### config.mk
export PLATFORM = sky130hd
export DESIGN_NAME = axi_lite_mem_bridge
export DESIGN_NICKNAME = d
export VERILOG_FILES = /design/src/rtl/axi_lite_mem_bridge.sv
export SDC_FILE = /design/constraint.sdc
export NUM_CORES = 1
export LEC_CHECK = 0
export BUFFER_PORTS_ARGS = -buffer_cell sky130_fd_sc_hd__clkbuf_2
export CAP_MARGIN = 0
export CELL_PAD_IN_SITES_DETAIL_PLACEMENT = 0
export CELL_PAD_IN_SITES_GLOBAL_PLACEMENT = 1
export CORE_ASPECT_RATIO = 0.5
export CORE_MARGIN = 3
export CORE_UTILIZATION = 30
export DETAILED_ROUTE_END_ITERATION = 7
export HOLD_SLACK_MARGIN = 0.03
export PLACE_DENSITY_LB_ADDON = 0.1
export SYNTH_ARGS = -nofsm -noshare
export SYNTH_HDL_FRONTEND = slang
export SYNTH_SLANG_ARGS = --single-unit
### constraint.sdc
create_clock -name clk -period 1.8 [get_ports clk]
set_clock_uncertainty 0.05 [all_clocks]
set_input_delay 0.36 -clock clk [delete_from_list [all_inputs] [get_ports clk]]
set_output_delay 0.36 -clock clk [all_outputs]
set_load 0.01 [all_outputs]
### src/rtl/axi_lite_mem_bridge.sv
// axi_lite_mem_bridge
//   AXI4-Lite slave that converts AXI read/write transactions into a single-port
//   memory strobe interface (block-RAM register/memory bank behind it). One
//   outstanding transaction at a time; every response is OKAY.
//
// Ports
//   clk, rst_n            clock, synchronous active-low reset
//   s_axi_aw*             write address channel (awaddr, awvalid, awready)
//   s_axi_w*              write data channel (wdata, wstrb, wvalid, wready)
//   s_axi_b*              write response channel (bresp = 00, bvalid, bready)
//   s_axi_ar*             read address channel (araddr, arvalid, arready)
//   s_axi_r*              read data channel (rdata, rresp = 00, rvalid, rready)
//   mem_addr              word address shared by reads and writes
//   mem_wen/wstrb/wdata   one-cycle write strobe with byte enables and data
//   mem_ren               one-cycle read strobe
//   mem_rdata             memory read data, valid the cycle after mem_ren
module axi_lite_mem_bridge #(
    parameter int C_S_AXI_DATA_WIDTH = 32,
    parameter int C_S_AXI_ADDR_WIDTH = 12,
    parameter int OPT_MEM_ADDR_BITS  = 7
) (
    input  logic                              clk,
    input  logic                              rst_n,
    // write address
    input  logic [C_S_AXI_ADDR_WIDTH-1:0]     s_axi_awaddr,
    input  logic                              s_axi_awvalid,
    output logic                              s_axi_awready,
    // write data
    input  logic [C_S_AXI_DATA_WIDTH-1:0]     s_axi_wdata,
    input  logic [C_S_AXI_DATA_WIDTH/8-1:0]   s_axi_wstrb,
    input  logic                              s_axi_wvalid,
    output logic                              s_axi_wready,
    // write response
    output logic [1:0]                        s_axi_bresp,
    output logic                              s_axi_bvalid,
    input  logic                              s_axi_bready,
    // read address
    input  logic [C_S_AXI_ADDR_WIDTH-1:0]     s_axi_araddr,
    input  logic                              s_axi_arvalid,
    output logic                              s_axi_arready,
    // read data
    output logic [C_S_AXI_DATA_WIDTH-1:0]     s_axi_rdata,
    output logic [1:0]                        s_axi_rresp,
    output logic                              s_axi_rvalid,
    input  logic                              s_axi_rready,
    // memory side
    output logic [OPT_MEM_ADDR_BITS:0]        mem_addr,
    output logic                              mem_wen,
    output logic [C_S_AXI_DATA_WIDTH/8-1:0]   mem_wstrb,
    output logic [C_S_AXI_DATA_WIDTH-1:0]     mem_wdata,
    output logic                              mem_ren,
    input  logic [C_S_AXI_DATA_WIDTH-1:0]     mem_rdata
);

    localparam int DW       = C_S_AXI_DATA_WIDTH;
    localparam int SW       = C_S_AXI_DATA_WIDTH / 8;
    localparam int ADDR_LSB = $clog2(C_S_AXI_DATA_WIDTH / 8);
    localparam int MEM_AW   = OPT_MEM_ADDR_BITS + 1;

    localparam logic [2:0] IDLE       = 3'd0;
    localparam logic [2:0] WR_COLLECT = 3'd1;
    localparam logic [2:0] WR_MEM     = 3'd2;
    localparam logic [2:0] WR_RESP    = 3'd3;
    localparam logic [2:0] RD_MEM     = 3'd4;
    localparam logic [2:0] RD_WAIT    = 3'd5;
    localparam logic [2:0] RD_RESP    = 3'd6;

    logic [2:0]        state_q, state_d;
    logic              awready_q, awready_d;
    logic              wready_q, wready_d;
    logic              arready_q, arready_d;
    logic              bvalid_q, bvalid_d;
    logic              rvalid_q, rvalid_d;
    logic [DW-1:0]     rdata_q, rdata_d;
    logic [MEM_AW-1:0] addr_q, addr_d;
    logic [DW-1:0]     wdata_q, wdata_d;
    logic [SW-1:0]     wstrb_q, wstrb_d;
    logic              wen_q, wen_d;
    logic              ren_q, ren_d;

    logic aw_hs, w_hs, ar_hs;

    // Byte-offset and above-memory address bits are deliberately ignored (wrap-around).
    logic unused_addr_bits;
    assign unused_addr_bits = ^{s_axi_awaddr, s_axi_araddr};

    assign aw_hs = s_axi_awvalid && awready_q;
    assign w_hs  = s_axi_wvalid && wready_q;
    // Writes win: any write activity in the same cycle suppresses the read accept.
    assign ar_hs = s_axi_arvalid && arready_q && !s_axi_awvalid && !s_axi_wvalid;

    always_comb begin
        state_d   = state_q;
        awready_d = awready_q;
        wready_d  = wready_q;
        arready_d = arready_q;
        bvalid_d  = bvalid_q;
        rvalid_d  = rvalid_q;
        rdata_d   = rdata_q;
        addr_d    = addr_q;
        wdata_d   = wdata_q;
        wstrb_d   = wstrb_q;
        wen_d     = 1'b0;
        ren_d     = 1'b0;

        case (state_q)
            IDLE: begin
                // Readys come up here after reset and stay up while idle.
                awready_d = 1'b1;
                wready_d  = 1'b1;
                arready_d = 1'b1;
                if (aw_hs) begin
                    addr_d    = s_axi_awaddr[ADDR_LSB +: MEM_AW];
                    awready_d = 1'b0;
                end
                if (w_hs) begin
                    wdata_d  = s_axi_wdata;
                    wstrb_d  = s_axi_wstrb;
                    wready_d = 1'b0;
                end
                if (s_axi_awvalid || s_axi_wvalid) begin
                    arready_d = 1'b0;
                end
                if (aw_hs && w_hs) begin
                    wen_d   = 1'b1;
                    state_d = WR_MEM;
                end else if (aw_hs || w_hs) begin
                    state_d = WR_COLLECT;
                end else if (ar_hs) begin
                    addr_d    = s_axi_araddr[ADDR_LSB +: MEM_AW];
                    awready_d = 1'b0;
                    wready_d  = 1'b0;
                    arready_d = 1'b0;
                    ren_d     = 1'b1;
                    state_d   = RD_MEM;
                end
            end
            WR_COLLECT: begin
                if (aw_hs) begin
                    addr_d    = s_axi_awaddr[ADDR_LSB +: MEM_AW];
                    awready_d = 1'b0;
                end
                if (w_hs) begin
                    wdata_d  = s_axi_wdata;
                    wstrb_d  = s_axi_wstrb;
                    wready_d = 1'b0;
                end
                // A low ready means that channel was already captured.
                if ((aw_hs || !awready_q) && (w_hs || !wready_q)) begin
                    wen_d   = 1'b1;
                    state_d = WR_MEM;
                end
            end
            WR_MEM: begin
                bvalid_d = 1'b1;
                state_d  = WR_RESP;
            end
            WR_RESP: begin
                if (s_axi_bready) begin
                    bvalid_d  = 1'b0;
                    awready_d = 1'b1;
                    wready_d  = 1'b1;
                    arready_d = 1'b1;
                    state_d   = IDLE;
                end
            end
            RD_MEM: begin
                state_d = RD_WAIT;
            end
            RD_WAIT: begin
                rdata_d  = mem_rdata;
                rvalid_d = 1'b1;
                state_d  = RD_RESP;
            end
            RD_RESP: begin
                if (s_axi_rready) begin
                    rvalid_d  = 1'b0;
                    awready_d = 1'b1;
                    wready_d  = 1'b1;
                    arready_d = 1'b1;
                    state_d   = IDLE;
                end
            end
            default: begin
                state_d = IDLE;
            end
        endcase
    end

    always_ff @(posedge clk) begin
        if (!rst_n) begin
            state_q   <= IDLE;
            awready_q <= 1'b0;
            wready_q  <= 1'b0;
            arready_q <= 1'b0;
            bvalid_q  <= 1'b0;
            rvalid_q  <= 1'b0;
            rdata_q   <= '0;
            addr_q    <= '0;
            wdata_q   <= '0;
            wstrb_q   <= '0;
            wen_q     <= 1'b0;
            ren_q     <= 1'b0;
        end else begin
            state_q   <= state_d;
            awready_q <= awready_d;
            wready_q  <= wready_d;
            arready_q <= arready_d;
            bvalid_q  <= bvalid_d;
            rvalid_q  <= rvalid_d;
            rdata_q   <= rdata_d;
            addr_q    <= addr_d;
            wdata_q   <= wdata_d;
            wstrb_q   <= wstrb_d;
            wen_q     <= wen_d;
            ren_q     <= ren_d;
        end
    end

    assign s_axi_awready = awready_q;
    assign s_axi_wready  = wready_q;
    assign s_axi_arready = arready_q;
    assign s_axi_bvalid  = bvalid_q;
    assign s_axi_bresp   = 2'b00;
    assign s_axi_rvalid  = rvalid_q;
    assign s_axi_rdata   = rdata_q;
    assign s_axi_rresp   = 2'b00;
    assign mem_addr      = addr_q;
    assign mem_wen       = wen_q;
    assign mem_wstrb     = wstrb_q;
    assign mem_wdata     = wdata_q;
    assign mem_ren       = ren_q;

endmodule

# --- Yosys cells after proc, flatten, opt, wreduce, memory -nomap -nowiden ---
# Cells that the tools add are included.
word_totals:
  register_bits: 86
  mem_bits_rw: 0
  latch_bits: 0
  in_bits: 99
  memories: 0
  out_inout_bits: 87
  rom_bits: 0
  wordCells: 95
classes:
  bitwise_logic: 2
  multipliers: 0
  eq_ne: 12
  muxes: 39
  magnitude_cmp: 0
  div: 0
  n_addsub: 0
  n_reduce_logical: 30
  n_shift: 0
op_table:
  columns: ["op", "n"]
  rows:
  - ["8-bit 2-to-1 mux", 4]
  - ["1-bit 2-to-1 mux", 21]
  - ["3-bit one-hot mux with 7 select lines", 1]
  - ["3-bit 2-to-1 mux", 6]
  - ["8-bit one-hot mux with 2 select lines", 1]
  - ["4-bit AND reduction", 3]
  - ["2-bit inequality test (second input constant)", 5]
  - ["3-bit equality test (second input constant)", 3]
  - ["1-bit one-hot mux with 4 select lines", 2]
  - ["1-bit logical AND", 7]
  - ["3-bit by 2-bit equality test with 1-bit output (second input constant)", 2]
  - ["1-bit one-hot mux with 2 select lines", 3]
  - ["2-bit AND reduction", 3]
  - ["2-bit nonzero test", 3]
  - ["1-bit logical NOT", 4]
  - ["1-bit logical OR", 4]
  - ["4-bit inequality test (second input constant)", 1]
  - ["4-bit nonzero test", 1]
  - ["4-bit OR reduction", 1]
  - ["3-bit by 1-bit equality test with 1-bit output (second input constant)", 1]
  - ["3-bit logical NOT", 1]
  - ["1-bit one-hot mux with 3 select lines", 1]
  - ["3-bit AND reduction", 1]
  - ["3-bit nonzero test", 1]
  - ["other kinds (2)", 3]

# --- Longest topological paths before layout ---
logic_depth:
  ltp_word: 7
  depth_mapped: 6

# --- Least setup slack after synthesis ---
# OpenSTA, ideal clock, no wires.
synth_timing:
  path_kind: "input port to flip-flop"
  start: "input s_axi_awvalid"
  end: "register addr_q[0] (netlist: mem_addr[0])"
  arrival_time_ps: 1210
  path_buffers: 2
  setup_slack_ps: 413
  required_time_ps: 1623
  path_stages: 6
  setup_time_ps: 127
  path_cell_list: "and4bb_4 > and2_4 > buf_6 > o21a_1 > buf_6 > o22ai_1"
synth_between:
  elab_chain_len: 7
  word_cells_on_any_way: 11
synth_rtl:
  columns: ["item", "line", "text"]
  rows:
  - ["start, declared", "26", "input logic s_axi_awvalid,"]
  - ["1-bit logical NOT", "90", "assign ar_hs = s_axi_arvalid && arready_q && !s_axi_awvalid && !s_axi_wvalid;"]
  - ["1-bit logical AND (2 in series)", "90", null]
  - ["8-bit 2-to-1 mux", "129", "end else if (ar_hs) begin"]
  - ["8-bit 2-to-1 mux", "127", "end else if (aw_hs || w_hs) begin"]
  - ["8-bit 2-to-1 mux", "124", "if (aw_hs && w_hs) begin"]
  - ["8-bit one-hot mux with 2 select lines (*)", "106", "case (state_q)"]
  - ["end signal, assigned", "212", "addr_q <= addr_d;"]
  - ["end, declared", "75", "logic [MEM_AW-1:0] addr_q, addr_d;"]
# Every way passes the cells marked *; elsewhere a longest branch is shown, timed or not.
# A chain may end at the register's enable or synchronous reset.

# --- Final worst setup path ---
layout_timing:
  start: "register state_q[2]"
  end: "register rdata_q[7] (netlist: s_axi_rdata[7])"
layout_between:
  elab_chain_len: 1
layout_rtl:
  columns: ["item", "line", "text"]
  rows:
  - ["start, declared", "68", "logic [2:0] state_q, state_d;"]
  - ["start signal, assigned", "205", "state_q <= state_d;"]
  - ["3-bit equality test", "106", null]
  - ["end signal, assigned", "211", "rdata_q <= rdata_d;"]
  - ["end, declared", "74", "logic [DW-1:0] rdata_q, rdata_d;"]
# Every way passes these cells.

==> metrics <==
outcome finished clean; Area after DPL 0.00447 sq mm; n_diodes 0; layout cells sized above 1 36.2%; largest net degree at the start of global routing 37; Worst path slowest cell dfxtp_1; Initial Util 32.3%; Tot GR Track Use 14.9%; RR Startpoint state_q[2]; DRC 0; TritonRoute pass-1 iters 4; period utilisation layout 83.8%; hold buffers post-CTS 0; Clock Sink Count 86; Fmax 663 MHz; critical setup path kind register to register; crit path time final 1510 ps; synth unique cells 41; worst-path fanout max 32; Avg WL per Cell 13.3 microns; PostCTS Resize Cnt 0; Core Rows 26; max_cap viols 0; Slowest Stage Delay on Critical Path 520 ps; CTS H-tree lvls 3; area grow syn2layout 38.3%; initial antenna violation count 0; DPL Wire Length 6.97 mm; Hold Path Cell Cnt 3; Async S/R FF share, synth 0%; Reg-to-Reg End s_axi_rdata[7]; Post-CTS Setup Inserts 0; Die Footprint 0.0129 sq mm; vias post-DR 3220; Reg2Reg Depth 5; fraction of the yosys area taken by sequential cells 50.0%; Worst Hold End s_axi_rdata[30]; data required time of the critical path 2000 ps; Synth Register Bits 86; Worst R2R Setup Slack 290 ps; Vias/cell 4.45; number of CTS-inserted buffers 9; final non-filler cell area 0.00476 sq mm; total power divided by cell area 1200 mW/mm^2; Clock Tree Buf Depth 2; vias in the first global route 3126; Hold Crit Start mem_rdata[30]; Post-Syn Area 0.00344 sq mm; final WL 9.63 mm; Post-synth EDFFs 0; Chip Height 81.8 microns; Top FF cell, synth dfxtp_1; Die W 158 microns; setup_tns 0 ps; Final ANT Viol Nets 0; CP Data Arrival Time 1700 ps; starting DRC count in detailed routing 110; RSZ-0062 raised after global routing false; Clk pin slew, worst setup/hold paths 60 ps; worst skew pair latency 330 ps; Setup crit end kind register; Max rail drop VDD 0.541 mV; io pins 186; final-stage net count 678; Syn Area/Cell 8.42 sq um; Final GP Congestion 0.729; CTS tree done; grt total ovfl 0; LEAKAGE 0.00208 uW; Critical Path Source Type register; Core ar. 0.0107 sq mm; Pins Over Slew Limit 0; clk root buf clkbuf_16; gate count of the mapped netlist 409; HP Class input pin to register; Yosys warning count 0; Port Buffers 173; global-route wire length before repair 15.1 mm; CP Cell Sequence inv_1, nor3_4, buf_12, nand2_1, a21boi_0; Final setup viols 0; Fin. Hold Viols 0
## stage by stage
step / utilization (%) / instances / power (uW) / setup WS (ps) / hold WS, ps
final: 44.6 / 723 / 5720 / 292 / 195
after global routing: 44.6 / 723 / 6110 / 111 / 183
after CTS: 44.6 / 723 / 5830 / 132 / 176
after global placement: 41.9 / 708 / 3960 / 166 / 392
after detailed placement: 41.9 / 708 / 3970 / 146 / 401
after floorplan: - / 412 / 3330 / 413 / 429
## flip-flops by register name, indices dropped and copies added, names as in the netlist
register / cells
mem_wdata: 32
s_axi_rdata: 32
mem_addr: 8
mem_wstrb: 4
state_q: 3
mem_ren: 1
mem_wen: 1
s_axi_arready: 1
s_axi_awready: 1
s_axi_bvalid: 1
s_axi_rvalid: 1
s_axi_wready: 1
## worst max-delay path, delay by kind of cell (launching register included)
| kind | cells | cell delay, ps |
|---|---|---|
| buffers and inverters | 2 | 370 |
| flip-flops | 1 | 520 |
| AO/OA/AOI/OAI | 1 | 170 |
| AND/OR/NAND/NOR | 2 | 310 |
## area by class of cell
class	instances	area, sq um
clock inverter	4	47.5
sequential	86	1720
timing repair buffer	188	1000
fill	1181	5910
tap	140	175
multi-input combinational	290	1560
inverter	4	15.0
clock buffer	11	243
## power by group
part / switching, uW / total [uW] / internal [uW]
Clock: 721 / 1820 / 1100
Sequential: 179 / 2350 / 2170
Combinational: 902 / 1550 / 648
Total: 1800 / 5720 / 3920
## cell usage in the layout, fill, tap and decap left out, types with 7 or more instances in the layout
| cell | count |
|---|---|
| dfxtp_1 | 86 |
| a21boi_0 | 62 |
| clkbuf_2 | 173 |
| nand2_1 | 153 |
| buf_4 | 13 |
| nor2_1 | 7 |
| o22ai_1 | 8 |
| clkbuf_16 | 9 |
| a21boi_1 | 8 |
| a22oi_1 | 9 |
## worst max path at each step
| stage | slack, ps | cells past startpoint | to | from |
|---|---|---|---|---|
| 6_report | 290 | 5 | s_axi_rdata[7] | state_q[2] |
| 5_1_grt | 110 | 5 | s_axi_rdata[16] | state_q[2] |
| 4_1_cts | 130 | 4 | mem_wdata[27] | state_q[2] |
| 3_5_place_dp | 150 | 4 | mem_wdata[25] | state_q[2] |
| 3_3_place_gp | 170 | 4 | mem_wdata[25] | state_q[2] |
| 2_1_floorplan | 410 | 6 | mem_addr[0] | s_axi_awvalid |
## layer usage
layer | vias up | wire length, microns | global-route usage [%] | part of all wire (%)
met4 | 0 | 52 | 3.38 | 0.54
met1 | 1425 | 4420 | 18.1 | 46
met5 | - | 0 | 0 | 0
met3 | 6 | 987 | 8.00 | 10
li1 | 1686 | - | - | -
met2 | 103 | 4170 | 23.4 | 43
## synth_stat cells (all sizes together) (3+ instances only)
library cell	n	area [sq um]
inv	4	15.0
a21boi	70	526
o21ai	3	15.0
dfxtp	86	1720
clkbuf	16	60.1
o22ai	8	50.1
o31ai	4	30.0
buf	16	111
nand3	5	30.0
nand2	153	574
a22oi	9	67.6
nor2	8	32.5
## cell families after synthesis
| logic type | Yosys count | share of synthesized area (%) |
|---|---|---|
| buffers and inverters | 36 | 5.41 |
| multiplexers | 1 | 0.327 |
| AND/OR/NAND/NOR | 179 | 21.5 |
| other | 1 | 0.109 |
| AO/OA/AOI/OAI | 106 | 22.7 |
| flip-flops | 86 | 50.0 |
Note: power is estimated with default switching activity, not from simulation.
